<file path="config.mk">
export PLATFORM = sky130hd
export DESIGN_NAME = microsequencer_flat
export DESIGN_NICKNAME = d
export VERILOG_FILES = /design/src/rtl/microsequencer_if.sv /design/src/rtl/microsequencer.sv /design/src/flat_wrapper.sv
export SDC_FILE = /design/constraint.sdc
export NUM_CORES = 1
export LEC_CHECK = 0
export CAP_MARGIN = 5
export CORE_UTILIZATION = 30
export DETAILED_ROUTE_END_ITERATION = 8
export GPL_ROUTABILITY_DRIVEN = 0
export PLACE_DENSITY = 0.52
export SYNTH_ARGS = -nofsm -noshare
export SYNTH_HDL_FRONTEND = slang
export SYNTH_SLANG_ARGS = --single-unit
</file>
<file path="constraint.sdc">
create_clock -name clock -period 2.8 [get_ports clock]
set_clock_uncertainty 0.05 [all_clocks]
set_input_delay 0.56 -clock clock [delete_from_list [all_inputs] [get_ports clock]]
set_output_delay 0.56 -clock clock [all_outputs]
set_load 0.03 [all_outputs]
</file>
<file path="src/rtl/microsequencer_if.sv">
// Signal bundle between a microsequencer and its controlling pipeline.
// No handshake: every input is sampled on each rising clock edge and every output is valid each cycle.
interface microsequencer_if #(
  parameter int ADDR_W      = 11,
  parameter int STACK_DEPTH = 4,
  parameter int NCOND       = 8
);
  localparam int SEL_W = $clog2(NCOND);
  localparam int LVL_W = $clog2(STACK_DEPTH + 1);

  logic [2:0]        op;
  logic [ADDR_W-1:0] d_in;
  logic [ADDR_W-1:0] r_in;
  logic [3:0]        or_in;
  logic              case_en;
  logic [NCOND-1:0]  cond_in;
  logic [SEL_W-1:0]  cond_sel;
  logic              cond_pol;
  logic              hold;
  logic [ADDR_W-1:0] uc_address;
  logic              stack_empty;
  logic              stack_full;
  logic              stack_err;
  logic [LVL_W-1:0]  stack_level;

  modport master (
    output op, d_in, r_in, or_in, case_en, cond_in, cond_sel, cond_pol, hold,
    input  uc_address, stack_empty, stack_full, stack_err, stack_level
  );

  modport slave (
    input  op, d_in, r_in, or_in, case_en, cond_in, cond_sel, cond_pol, hold,
    output uc_address, stack_empty, stack_full, stack_err, stack_level
  );
endinterface

</file>
<file path="src/rtl/microsequencer.sv">
// Microcode next-address sequencer with conditional branching, case merge,
// an address register and a bounded subroutine return stack.
module microsequencer #(
  parameter int ADDR_W      = 11,
  parameter int STACK_DEPTH = 4,
  parameter int NCOND       = 8
) (
  input  logic                 clock,
  input  logic                 reset,
  microsequencer_if.slave      bus
);
  localparam int LVL_W = $clog2(STACK_DEPTH + 1);
  localparam int IDX_W = (STACK_DEPTH > 1) ? $clog2(STACK_DEPTH) : 1;

  typedef enum logic [2:0] {
    OP_CONT = 3'd0,
    OP_JUMP = 3'd1,
    OP_JSR  = 3'd2,
    OP_RTS  = 3'd3,
    OP_BRC  = 3'd4,
    OP_JSRC = 3'd5,
    OP_LDAR = 3'd6,
    OP_JAR  = 3'd7
  } op_e;

  logic [ADDR_W-1:0] r_uc_address;
  logic [ADDR_W-1:0] r_ar;
  logic [LVL_W-1:0]  r_level;
  logic              r_err;
  logic [ADDR_W-1:0] r_stack [0:(1<<IDX_W)-1];

  logic [ADDR_W-1:0] w_upc;
  logic              w_cond;
  logic              w_empty;
  logic              w_full;
  logic [IDX_W-1:0]  w_top_idx;
  logic [IDX_W-1:0]  w_push_idx;
  logic [ADDR_W-1:0] w_target;
  logic [ADDR_W-1:0] w_next;
  logic              w_push;
  logic              w_pop;
  logic              w_ld_ar;

  assign w_upc      = r_uc_address + 1'b1;
  assign w_cond     = bus.cond_in[bus.cond_sel] ^ bus.cond_pol;
  assign w_empty    = (r_level == '0);
  assign w_full     = (r_level == LVL_W'(STACK_DEPTH));
  assign w_top_idx  = IDX_W'(r_level - 1'b1);
  assign w_push_idx = IDX_W'(r_level);

  always_comb begin
    w_target = w_upc;
    w_push   = 1'b0;
    w_pop    = 1'b0;
    w_ld_ar  = 1'b0;
    case (op_e'(bus.op))
      OP_CONT: w_target = w_upc;
      OP_JUMP: w_target = bus.d_in;
      OP_JSR: begin
        w_target = bus.d_in;
        w_push   = 1'b1;
      end
      OP_RTS: begin
        // Underflow returns to address 0 so runaway microcode restarts cleanly.
        w_target = w_empty ? '0 : r_stack[w_top_idx];
        w_pop    = 1'b1;
      end
      OP_BRC: w_target = w_cond ? bus.d_in : w_upc;
      OP_JSRC: begin
        w_target = w_cond ? bus.d_in : w_upc;
        w_push   = w_cond;
      end
      OP_LDAR: begin
        w_target = w_upc;
        w_ld_ar  = 1'b1;
      end
      OP_JAR: w_target = r_ar;
      default: w_target = w_upc;
    endcase
    w_next = bus.case_en ? (w_target | {{(ADDR_W-4){1'b0}}, bus.or_in}) : w_target;
  end

  always_ff @(posedge clock) begin
    if (reset) begin
      r_uc_address <= '0;
      r_ar         <= '0;
      r_level      <= '0;
      r_err        <= 1'b0;
    end else if (!bus.hold) begin
      r_uc_address <= w_next;
      if (w_ld_ar) r_ar <= bus.r_in;
      if (w_push) begin
        if (w_full) r_err   <= 1'b1;
        else        r_level <= r_level + 1'b1;
      end
      if (w_pop) begin
        if (w_empty) r_err   <= 1'b1;
        else         r_level <= r_level - 1'b1;
      end
    end
  end

  // Stack contents need no reset; the level alone defines what is valid.
  always_ff @(posedge clock) begin
    if (!reset && !bus.hold && w_push && !w_full) r_stack[w_push_idx] <= w_upc;
  end

  assign bus.uc_address  = r_uc_address;
  assign bus.stack_level = r_level;
  assign bus.stack_err   = r_err;
  assign bus.stack_empty = w_empty;
  assign bus.stack_full  = w_full;
endmodule

</file>
<file path="src/flat_wrapper.sv">
// flat-port wrapper written by rule: the top's interface ports become plain ports
module microsequencer_flat 
#(
  parameter int ADDR_W      = 11,
  parameter int STACK_DEPTH = 4,
  parameter int NCOND       = 8
)
  (clock, reset, bus_op, bus_d_in, bus_r_in, bus_or_in, bus_case_en, bus_cond_in, bus_cond_sel, bus_cond_pol, bus_hold, bus_uc_address, bus_stack_empty, bus_stack_full, bus_stack_err, bus_stack_level);
  microsequencer_if #(.ADDR_W(ADDR_W), .STACK_DEPTH(STACK_DEPTH), .NCOND(NCOND)) bus_i ();
  input  logic clock;
  input  logic reset;
  input wire logic [$bits(bus_i.op)-1:0] bus_op;
  input wire logic [$bits(bus_i.d_in)-1:0] bus_d_in;
  input wire logic [$bits(bus_i.r_in)-1:0] bus_r_in;
  input wire logic [$bits(bus_i.or_in)-1:0] bus_or_in;
  input wire logic [$bits(bus_i.case_en)-1:0] bus_case_en;
  input wire logic [$bits(bus_i.cond_in)-1:0] bus_cond_in;
  input wire logic [$bits(bus_i.cond_sel)-1:0] bus_cond_sel;
  input wire logic [$bits(bus_i.cond_pol)-1:0] bus_cond_pol;
  input wire logic [$bits(bus_i.hold)-1:0] bus_hold;
  output wire logic [$bits(bus_i.uc_address)-1:0] bus_uc_address;
  output wire logic [$bits(bus_i.stack_empty)-1:0] bus_stack_empty;
  output wire logic [$bits(bus_i.stack_full)-1:0] bus_stack_full;
  output wire logic [$bits(bus_i.stack_err)-1:0] bus_stack_err;
  output wire logic [$bits(bus_i.stack_level)-1:0] bus_stack_level;
  assign bus_i.op = bus_op;
  assign bus_i.d_in = bus_d_in;
  assign bus_i.r_in = bus_r_in;
  assign bus_i.or_in = bus_or_in;
  assign bus_i.case_en = bus_case_en;
  assign bus_i.cond_in = bus_cond_in;
  assign bus_i.cond_sel = bus_cond_sel;
  assign bus_i.cond_pol = bus_cond_pol;
  assign bus_i.hold = bus_hold;
  assign bus_uc_address = bus_i.uc_address;
  assign bus_stack_empty = bus_i.stack_empty;
  assign bus_stack_full = bus_i.stack_full;
  assign bus_stack_err = bus_i.stack_err;
  assign bus_stack_level = bus_i.stack_level;
  microsequencer #(.ADDR_W(ADDR_W), .STACK_DEPTH(STACK_DEPTH), .NCOND(NCOND)) u_core (.clock(clock), .reset(reset), .bus(bus_i));
endmodule
</file>
==> summary by stage, run 1 <==
Cells and area
The final instance area is between 4000 and 5000 sq um. The area added between synthesis and finish is 33.1%. The number of non-filler instances in the completed layout is 551.

The net total in the final layout is 454. The fraction of final layout cells with drive strength greater than 1 is 14.5%. The antenna diode instance count is 0.

Worst setup path
For this design, the slowest cell found on the critical path is sky130_fd_sc_hd__clkdlybuf4s50_1. Data on the critical path arrives at its endpoint at 2.01 ns. In this run the worst path has a maximum fanout of 8. The worst setup path is launched from a flop.

The reg-to-reg critical path startpoint is u_core.bus.stack_level[1]. The reg-to-reg setup timing slack is roughly 0.66 ns. The worst setup path is captured at an output port.

By startpoint and endpoint, the worst setup path is classified as reg -> out. For the worst setup path, the data required time is about 2.2 ns. Walking the worst path, the cells encountered are inv_1 > ha_2 > nor2b_1 > clkdlybuf4s50_1. The cell count of the worst reg-to-reg path is 7. The biggest cell delay along the critical path is 0.69 ns. The endpoint of the lowest-slack register-to-register path is u_core.bus.uc_address[1].

Floorplanning
The floorplan step set the die height to 112 microns. The area of the die is 12500 sq um. From left edge to right edge, the die measures 112 microns. During I/O placement, the number of pins put on the boundary was 62. The initial cell density of the core is roughly 31%. The core region is between 10000 and 15000 sq um. Row generation in the floorplan step produced 39 rows.

STA
The worst path in the final design needs a cycle of 2.62 ns, including I/O delays and setup. The number of max-slew violations in the final report came to 0. The final hold violation count is 0.

Static timing analysis puts the maximum clock frequency at around 380 MHz. The post-route clock period utilization is 93.5%. Setup repair after global routing left no endpoint under its margin.

Setup total negative slack on the finished layout was measured at 0 ns. The worst-case headroom to the max-slew limit is 60.8%. At the pin with the least slew margin, the transition time is just under 0.6 ns. The count of final setup violators is 0.

Outcome
The run finished, with violations left. The checks that failed: design-rule violations.

Worst hold path
The sink of the worst hold path is u_core.r_ar[10]. The min-delay analysis places its worst path in the category reg -> reg. The startpoint of the worst hold path is u_core.r_ar[10]. The worst hold path passes through 2 cells.

Route
Detailed routing inserted a total of about 2900 vias. The final antenna-violating net count is 0. The average via count per standard cell is 5.28.

The count of unresolved DRC violations after routing is 1. The first detailed-routing pass took 6 iterations. The post-detailed-routing wire length is 10.2 mm.

For this block, the initial DRC count from the detailed router was ~130. After detailed routing, the average wire length per cell comes to 18.5 microns.

Synth
Among all flip-flop cells after synthesis, the most frequent one is sky130_fd_sc_hd__edfxtp_1. The Yosys step of the flow raised 0 warnings. Sequential cells were found to cover 50.8% of the synthesized design area. The most numerous cell in the Yosys netlist is sky130_fd_sc_hd__edfxtp_1. The average size of a mapped cell is 10.9 sq um. After synthesis, the cell types taking the most area are sky130_fd_sc_hd__edfxtp_1 36%, sky130_fd_sc_hd__dfxtp_1 14%, sky130_fd_sc_hd__mux4_2 6.8%. The cell area after synthesis is between 3000 and 4000 sq um. The post-synth net total is slightly below 400. The number of enable flip-flop cells after synthesis is 44.

The number of flip-flops and latches in the synthesized netlist is 70. The top cell type by area accounts for between 30% and 40% of the synthesized area. The cell accounting for the most synthesized area is sky130_fd_sc_hd__edfxtp_1. The number of distinct library cells after synthesis is 50. In the synthesized netlist, the cells that appear most often are 44 x sky130_fd_sc_hd__edfxtp_1, 31 x sky130_fd_sc_hd__nand2_1, 26 x sky130_fd_sc_hd__dfxtp_1, 19 x sky130_fd_sc_hd__a21oi_1, 19 x sky130_fd_sc_hd__inv_1. The share of synthesized flip-flops with an asynchronous set or reset is 0%. Synthesis produced a netlist whose cell count is 334.

GRT
The first global-routing pass estimated 16.1 mm of wire. Entering global routing, the biggest net connects 16 pins. Across every metal layer, demand over resource in global routing totals 17.2%.

The initial antenna violation count was 0. The number of global-route vias before repair is 2970. The global route total overflow is 0.

Job
The number of maximum-capacitance constraint violations is 0.

Placement
After detailed placement, the total cell area comes to 4500 sq um. The number of buffers inserted by port buffering is 61. After detailed placement, the design holds a cell count of 535.

Detailed placement ended at an HPWL of between 7 and 8 mm.

Power and ir drop
The total power draw is 0.00290 W. VDD sags by at most ~0.31 mV. The static leakage power is between 1.5 and 2 nW. The total power density per cell area is 601 nW/um^2.

Clock tree
In this run the number of H-tree levels came out at 3. The clock insertion delay at the later pin of the skew report is between 0.3 and 0.4 ns. The number of sinks driven by the clock tree is 70.

The TritonCTS clock tree is built. The cell sitting at the root of the clock tree is a sky130_fd_sc_hd__clkbuf_16. The post-cts hold buffer count is 0. Counting the buffers created by CTS gives 9. The maximum clock path buffer count is 2.

The clock transition time at the flip-flop clock pins of the worst setup and hold paths is 0.06 ns.
## worst max path at each step
stage | from | end | slack [ns] | cells past startpoint
floorplan | u_core.bus.stack_level[0] | u_core.bus.uc_address[0] | 0.09 | 9
global placement | bus_cond_sel[2] | u_core.r_stack[0][6] | 0.18 | 7
detailed placement | bus_cond_sel[2] | u_core.r_stack[3][4] | 0.15 | 7
CTS | u_core.bus.stack_level[1] | bus_stack_full | 0.009 | 5
global route | u_core.bus.stack_level[1] | bus_stack_empty | 0.09 | 4
finish | u_core.bus.stack_level[1] | bus_stack_empty | 0.18 | 4
## per-stage QoR
step / setup WS, ns / hold WS, ns / util, %
after detailed placement: 0.146 / 0.402 / 38.7
after floorplan: 0.0870 / 0.386 / -
after global routing: 0.0857 / 0.439 / 41.6
final: 0.182 / 0.414 / 41.6
after global placement: 0.180 / 0.401 / 38.7
after CTS: 0.00891 / 0.410 / 41.5
## sequential cells by signal, indices dropped and copies added (netlist names)
| signal | flops |
|---|---|
| u_core.bus.stack_err | 1 |
| u_core.bus.stack_level | 3 |
| u_core.bus.uc_address | 11 |
| u_core.r_ar | 11 |
| u_core.r_stack | 44 |
## power breakdown
part | internal [W] | switching (W) | leakage (nW)
registers | 0.00113 | 0.0000308 | 0.617
logic | 0.000233 | 0.000272 | 0.916
clock network | 0.000788 | 0.000451 | 0.154
## metal layers
layer | GRT usage, % | vias to the layer above | routed length [microns]
met5 | 0 | - | 0
met4 | 6.40 | 0 | 206
met3 | 3.97 | 16 | 508
met2 | 28.6 | 87 | 4930
met1 | 21.9 | 1406 | 4520
li1 | - | 1399 | -
## area by class of cell
cell class,count,area (sq um)
clock buffers,10,229
clock inverters,6,93.8
fillers,1134,6790
inverters,19,71.3
multi-input cells,223,1620
flip-flops and latches,70,1840
well taps,143,179
repair buffers,80,793
## critical path, delay by kind of cell (launching register included)
| family | cells | cell delay (ns) |
|---|---|---|
| adder cells (fa/ha/maj) | 1 | 0.30 |
| buffers and inverters | 2 | 0.83 |
| AND/OR/NAND/NOR | 1 | 0.19 |
| flip-flops | 1 | 0.36 |
## cell usage in the layout (no fill, tap or decap), types with 3 or more instances in the layout
cell type	n
sky130_fd_sc_hd__buf_4	16
sky130_fd_sc_hd__a221oi_1	11
sky130_fd_sc_hd__nand3_1	13
sky130_fd_sc_hd__o21ai_1	5
sky130_fd_sc_hd__xor2_1	4
sky130_fd_sc_hd__nor3_1	17
sky130_fd_sc_hd__and4_1	4
sky130_fd_sc_hd__edfxtp_1	44
sky130_fd_sc_hd__nor2_1	11
sky130_fd_sc_hd__a21o_1	3
sky130_fd_sc_hd__a31oi_1	12
sky130_fd_sc_hd__inv_1	19
sky130_fd_sc_hd__a221oi_2	5
sky130_fd_sc_hd__clkdlybuf4s50_1	60
sky130_fd_sc_hd__and3_1	4
sky130_fd_sc_hd__a21boi_0	5
sky130_fd_sc_hd__dfxtp_1	26
sky130_fd_sc_hd__xnor2_1	6
sky130_fd_sc_hd__nor2b_1	7
sky130_fd_sc_hd__ha_1	5
sky130_fd_sc_hd__a21oi_1	19
sky130_fd_sc_hd__clkbuf_16	9
sky130_fd_sc_hd__buf_12	3
sky130_fd_sc_hd__nand2b_1	7
sky130_fd_sc_hd__mux4_2	11
sky130_fd_sc_hd__mux2i_1	3
sky130_fd_sc_hd__nand2_1	31
sky130_fd_sc_hd__o21ai_0	15
## cells by family after synthesis
| group | Yosys count | share of synthesized area [%] |
|---|---|---|
| adder cells (fa/ha/maj) | 6 | 2.07 |
| flip-flops | 70 | 50.8 |
| buffers and inverters | 41 | 4.66 |
| multiplexers | 16 | 8.39 |
| XOR/XNOR | 10 | 2.42 |
| AO/OA/AOI/OAI | 85 | 16.6 |
| AND/OR/NAND/NOR | 106 | 15.1 |
## timing repair
item / 4_1_cts / 5_1_grt
endpoints found under the setup margin: 0 / 2
buffers inserted: 0 / 0
resized for setup: 0 / 2
Power figures use the tool's default switching activity.
==> run 2, diff against run 1 <==
--- a/config.mk
+++ b/config.mk
@@ -6,6 +6,7 @@
 export NUM_CORES = 1
 export LEC_CHECK = 0
 export CAP_MARGIN = 5
+export CORE_MARGIN = 5
 export CORE_UTILIZATION = 30
 export DETAILED_ROUTE_END_ITERATION = 8
 export GPL_ROUTABILITY_DRIVEN = 0
==> summary by stage, run 2 (synthesis results as in run 1) <==
STA
The post-route clock period utilization is 95.4% (+1.9 points). The count of final setup violators is 0 (unchanged). The worst-case headroom to the max-slew limit is 65.4% (+4.6 points). The fmax is 374 MHz (-2.0%). The summed negative setup slack over all endpoints is 0 ns (unchanged). The final hold violation count came to 0 (unchanged). The time the worst path needs with I/O delays and setup is 2.67 ns (+0.0545 ns). The slew at the pin closest to its max-slew limit came to 0.515 ns (-0.0723 ns). Setup repair after global routing left no endpoint under its margin.

The number of max-slew violations in the final report is 0 (unchanged).

GRT
The total global routing track utilization is 14.6% (-2.6 points). The number of global-route vias before repair came to 2964 (-0.20%). The global route total overflow was 0 (unchanged).

The maximum number of pins on one net before global-route repair is 19 (+3). The initial antenna violation count is 0 (unchanged). The global-route wire length before repair was 16.2 mm (+0.65%).

Power and ir drop
The total power density per cell area is 603 nW/um^2 (+0.40%). The static leakage power is 1.67 nW (-0.98%). The maximum VDD drop is 0.293 mV (-5.6%). The switching power as a share of total power came to 26.3% (+0.31 points). The portion of total power attributed to sequential cells is 39.6% (-0.3 points). The switching power of the nets is 0.000768 W (+1.9%). The combinational cell fraction of total power is 17.2% (-0.2 points).

The total internal power was 0.00215 W (+0.29%). The clock share of power was 43.2% (+0.5 points).

Worst setup path
The worst register-to-register path ends at u_core.bus.uc_address[0]. STA classifies the critical path endpoint as an output port. The most used cell along the critical path is sky130_fd_sc_hd__inv_1. The biggest cell delay along the critical path is 0.66 ns (-0.03 ns). The critical path is of the reg -> out type. The reg-to-reg setup timing slack is 0.66 ns (about the same).

The data arrival time at the worst-slack endpoint is 2.06 ns (+0.05 ns). The kind of cell with the highest combined delay along the critical path is buffers and inverters. The worst register-to-register path begins at u_core.bus.stack_level[1]. The number of buffers and inverters on the critical path is 3 (+1). The required arrival time at the worst endpoint is 2.19 ns (about the same). The critical path goes through inv_1 > ha_2 > nand2_1 > inv_1 > clkdlybuf4s50_1.

The biggest fanout along the worst timing path is 8 (unchanged). The worst setup path is launched from a flop. The cell count of the worst reg-to-reg path is 7 (unchanged).

The slowest stage of the critical path belongs to the cell sky130_fd_sc_hd__clkdlybuf4s50_1.

Floorplanning
The width of the die is 120 microns (+7.1%). The number of core rows came to 40 (+2.6%). The number of top-level pins is 62 (unchanged).

The area of the die is 14400 sq um (+15%). The die outline height came to 120 microns (+7.1%). The floorplan core area was 11900 sq um (+2.6%). The initial cell density of the core is 30.4% (-0.78 points).

Clock tree
The post-cts hold buffer count came to 0 (unchanged). The root buffer cell is sky130_fd_sc_hd__clkbuf_16. The number of resized instances in the post-cts repair step came to 0 (unchanged). The maximum clock path buffer count is 2 (unchanged). The clock insertion delay at the later pin of the skew report is 0.33 ns (about the same). The depth of the CTS H-tree came to 3 (unchanged). The number of buffers created by CTS came to 9 (unchanged). The post-CTS repair timing setup buffer count was 0 (unchanged). The number of sinks driven by the clock tree was 70 (unchanged).

TritonCTS built the clock tree. The clock transition time at the flip-flop clock pins of the worst setup and hold paths was 0.06 ns (about the same).

Cells and area
The fraction of final layout cells with drive strength greater than 1 is 14.5% (+0.036 points). The antenna diode instance count is 0 (unchanged). The net total in the final layout came to 453 (-0.22%).

In the layout the commonest cells are 61 x sky130_fd_sc_hd__clkdlybuf4s50_1, 44 x sky130_fd_sc_hd__edfxtp_1, 31 x sky130_fd_sc_hd__nand2_1. The flip-flop count of the largest register after layout is 44 (unchanged). The area added between synthesis and finish is 33.5%.

The filler cell count in the final layout was 1150 (+1.4%). Counting flops per register, the top entry is u_core.r_stack. The utilization after layout came to 40.6% (-0.91 points). The library cell used most frequently in the layout, excluding fill and tap cells, is sky130_fd_sc_hd__clkdlybuf4s50_1.

Placement
The detailed placer's ending HPWL is 7.67 mm (about the same). The number of buffers inserted by port buffering is 61 (unchanged).

Route
The count of unresolved DRC violations after routing came to 0 (-1). The post-detailed-routing wire length is 10.2 mm (about the same). The count of TritonRoute iterations in the first routing pass is 5 (-1). The number of vias in the routed layout is 2879 (-1.0%). The routed length per instance is 18.3 microns (-0.60%). The final antenna-violating net count is 0 (unchanged). The detailed router's first-iteration violation count is 192 (+45%). The average via count per standard cell is 5.20 (-1.5%).

Worst hold path
The startpoint of the worst hold path is u_core.r_ar[1]. The sink of the worst hold path is u_core.r_ar[1]. The number of instances on the worst hold path came to 2 (unchanged). The worst min-delay path category is reg -> reg.

Job
The number of maximum-capacitance constraint violations came to 0 (unchanged).

Outcome
The flow ran to the end, and the final reports show no timing, DRC or antenna violations.
-- run 2: cell count changes in the layout (fill, tap and decap cells not counted) --
cell,delta
sky130_fd_sc_hd__clkbuf_1,-1
sky130_fd_sc_hd__clkdlybuf4s50_1,+1
sky130_fd_sc_hd__buf_12,+1
sky130_fd_sc_hd__inv_8,+1
sky130_fd_sc_hd__buf_4,-2
sky130_fd_sc_hd__dlymetal6s2s_1,-1
-- run 2: cell type report --
| class | count | area (sq um) | share of cell area, % |
|---|---|---|---|
| Sequential cell | 70 | 1840 | 38.0 |
| Multi-Input combinational cell | 223 | 1620 | 33.4 |
| Timing Repair Buffer | 79 | 796 | 16.4 |
| Clock buffer | 9 | 225 | 4.65 |
| Tap cell | 147 | 184 | 3.80 |
| Clock inverter | 7 | 105 | 2.17 |
| Inverter | 19 | 71.3 | 1.47 |
-- run 2: power by group through the flow --
stage / registers [W] / clock network (W) / logic (W)
after floorplan: 0.00120 / 0 / 0.000267
after global placement: 0.00118 / 0 / 0.000502
after detailed placement: 0.00118 / 0 / 0.000506
after CTS: 0.00116 / 0.00129 / 0.000508
after global routing: 0.00116 / 0.00133 / 0.000550
final: 0.00116 / 0.00126 / 0.000504
-- run 2: worst max-delay path by stage --
stage | cells after the start | slack (ns) | from | endpoint
after CTS | 5 | 0.04 | u_core.bus.stack_level[1] | bus_stack_full
after global placement | 7 | 0.18 | bus_cond_sel[2] | u_core.r_stack[0][6]
after detailed placement | 7 | 0.15 | bus_cond_sel[2] | u_core.r_stack[0][10]
final | 5 | 0.13 | u_core.bus.stack_level[1] | bus_stack_full
after floorplan | 9 | 0.09 | u_core.bus.stack_level[0] | u_core.bus.uc_address[0]
after global routing | 5 | 0.05 | u_core.bus.stack_level[1] | bus_stack_full
-- run 2: through the flow --
| step | power [W] | worst slack [ns] | hold slack, ns | area [sq um] | std cells |
|---|---|---|---|---|---|
| 6_report | 0.00292 | 0.128 | 0.406 | 4840 | 554 |
| 5_1_grt | 0.00304 | 0.0468 | 0.434 | 4840 | 554 |
| 4_1_cts | 0.00296 | 0.0419 | 0.410 | 4840 | 554 |
| 3_5_place_dp | 0.00168 | 0.154 | 0.401 | 4510 | 538 |
| 3_3_place_gp | 0.00168 | 0.175 | 0.401 | 4510 | 538 |
| 2_1_floorplan | 0.00147 | 0.0870 | 0.386 | 3630 | 334 |
-- run 2: layer usage --
layer / global-route usage, % / vias to the layer above / wire (microns)
met3: 2.97 / 7 / 467
met2: 25.0 / 75 / 5180
met1: 18.9 / 1402 / 4430
li1: - / 1395 / -
met4: 3.51 / 0 / 82
met5: 0 / - / 0
-- run 2: worst register-to-register path: cells and delay by family (launching register included) --
kind | cells | cell delay, ns
AOI/OAI and AO/OA | 3 | 0.33
adders and majority gates | 1 | 0.59
buffers and inverters | 2 | 0.23
DFF | 1 | 0.42
muxes | 1 | 0.40
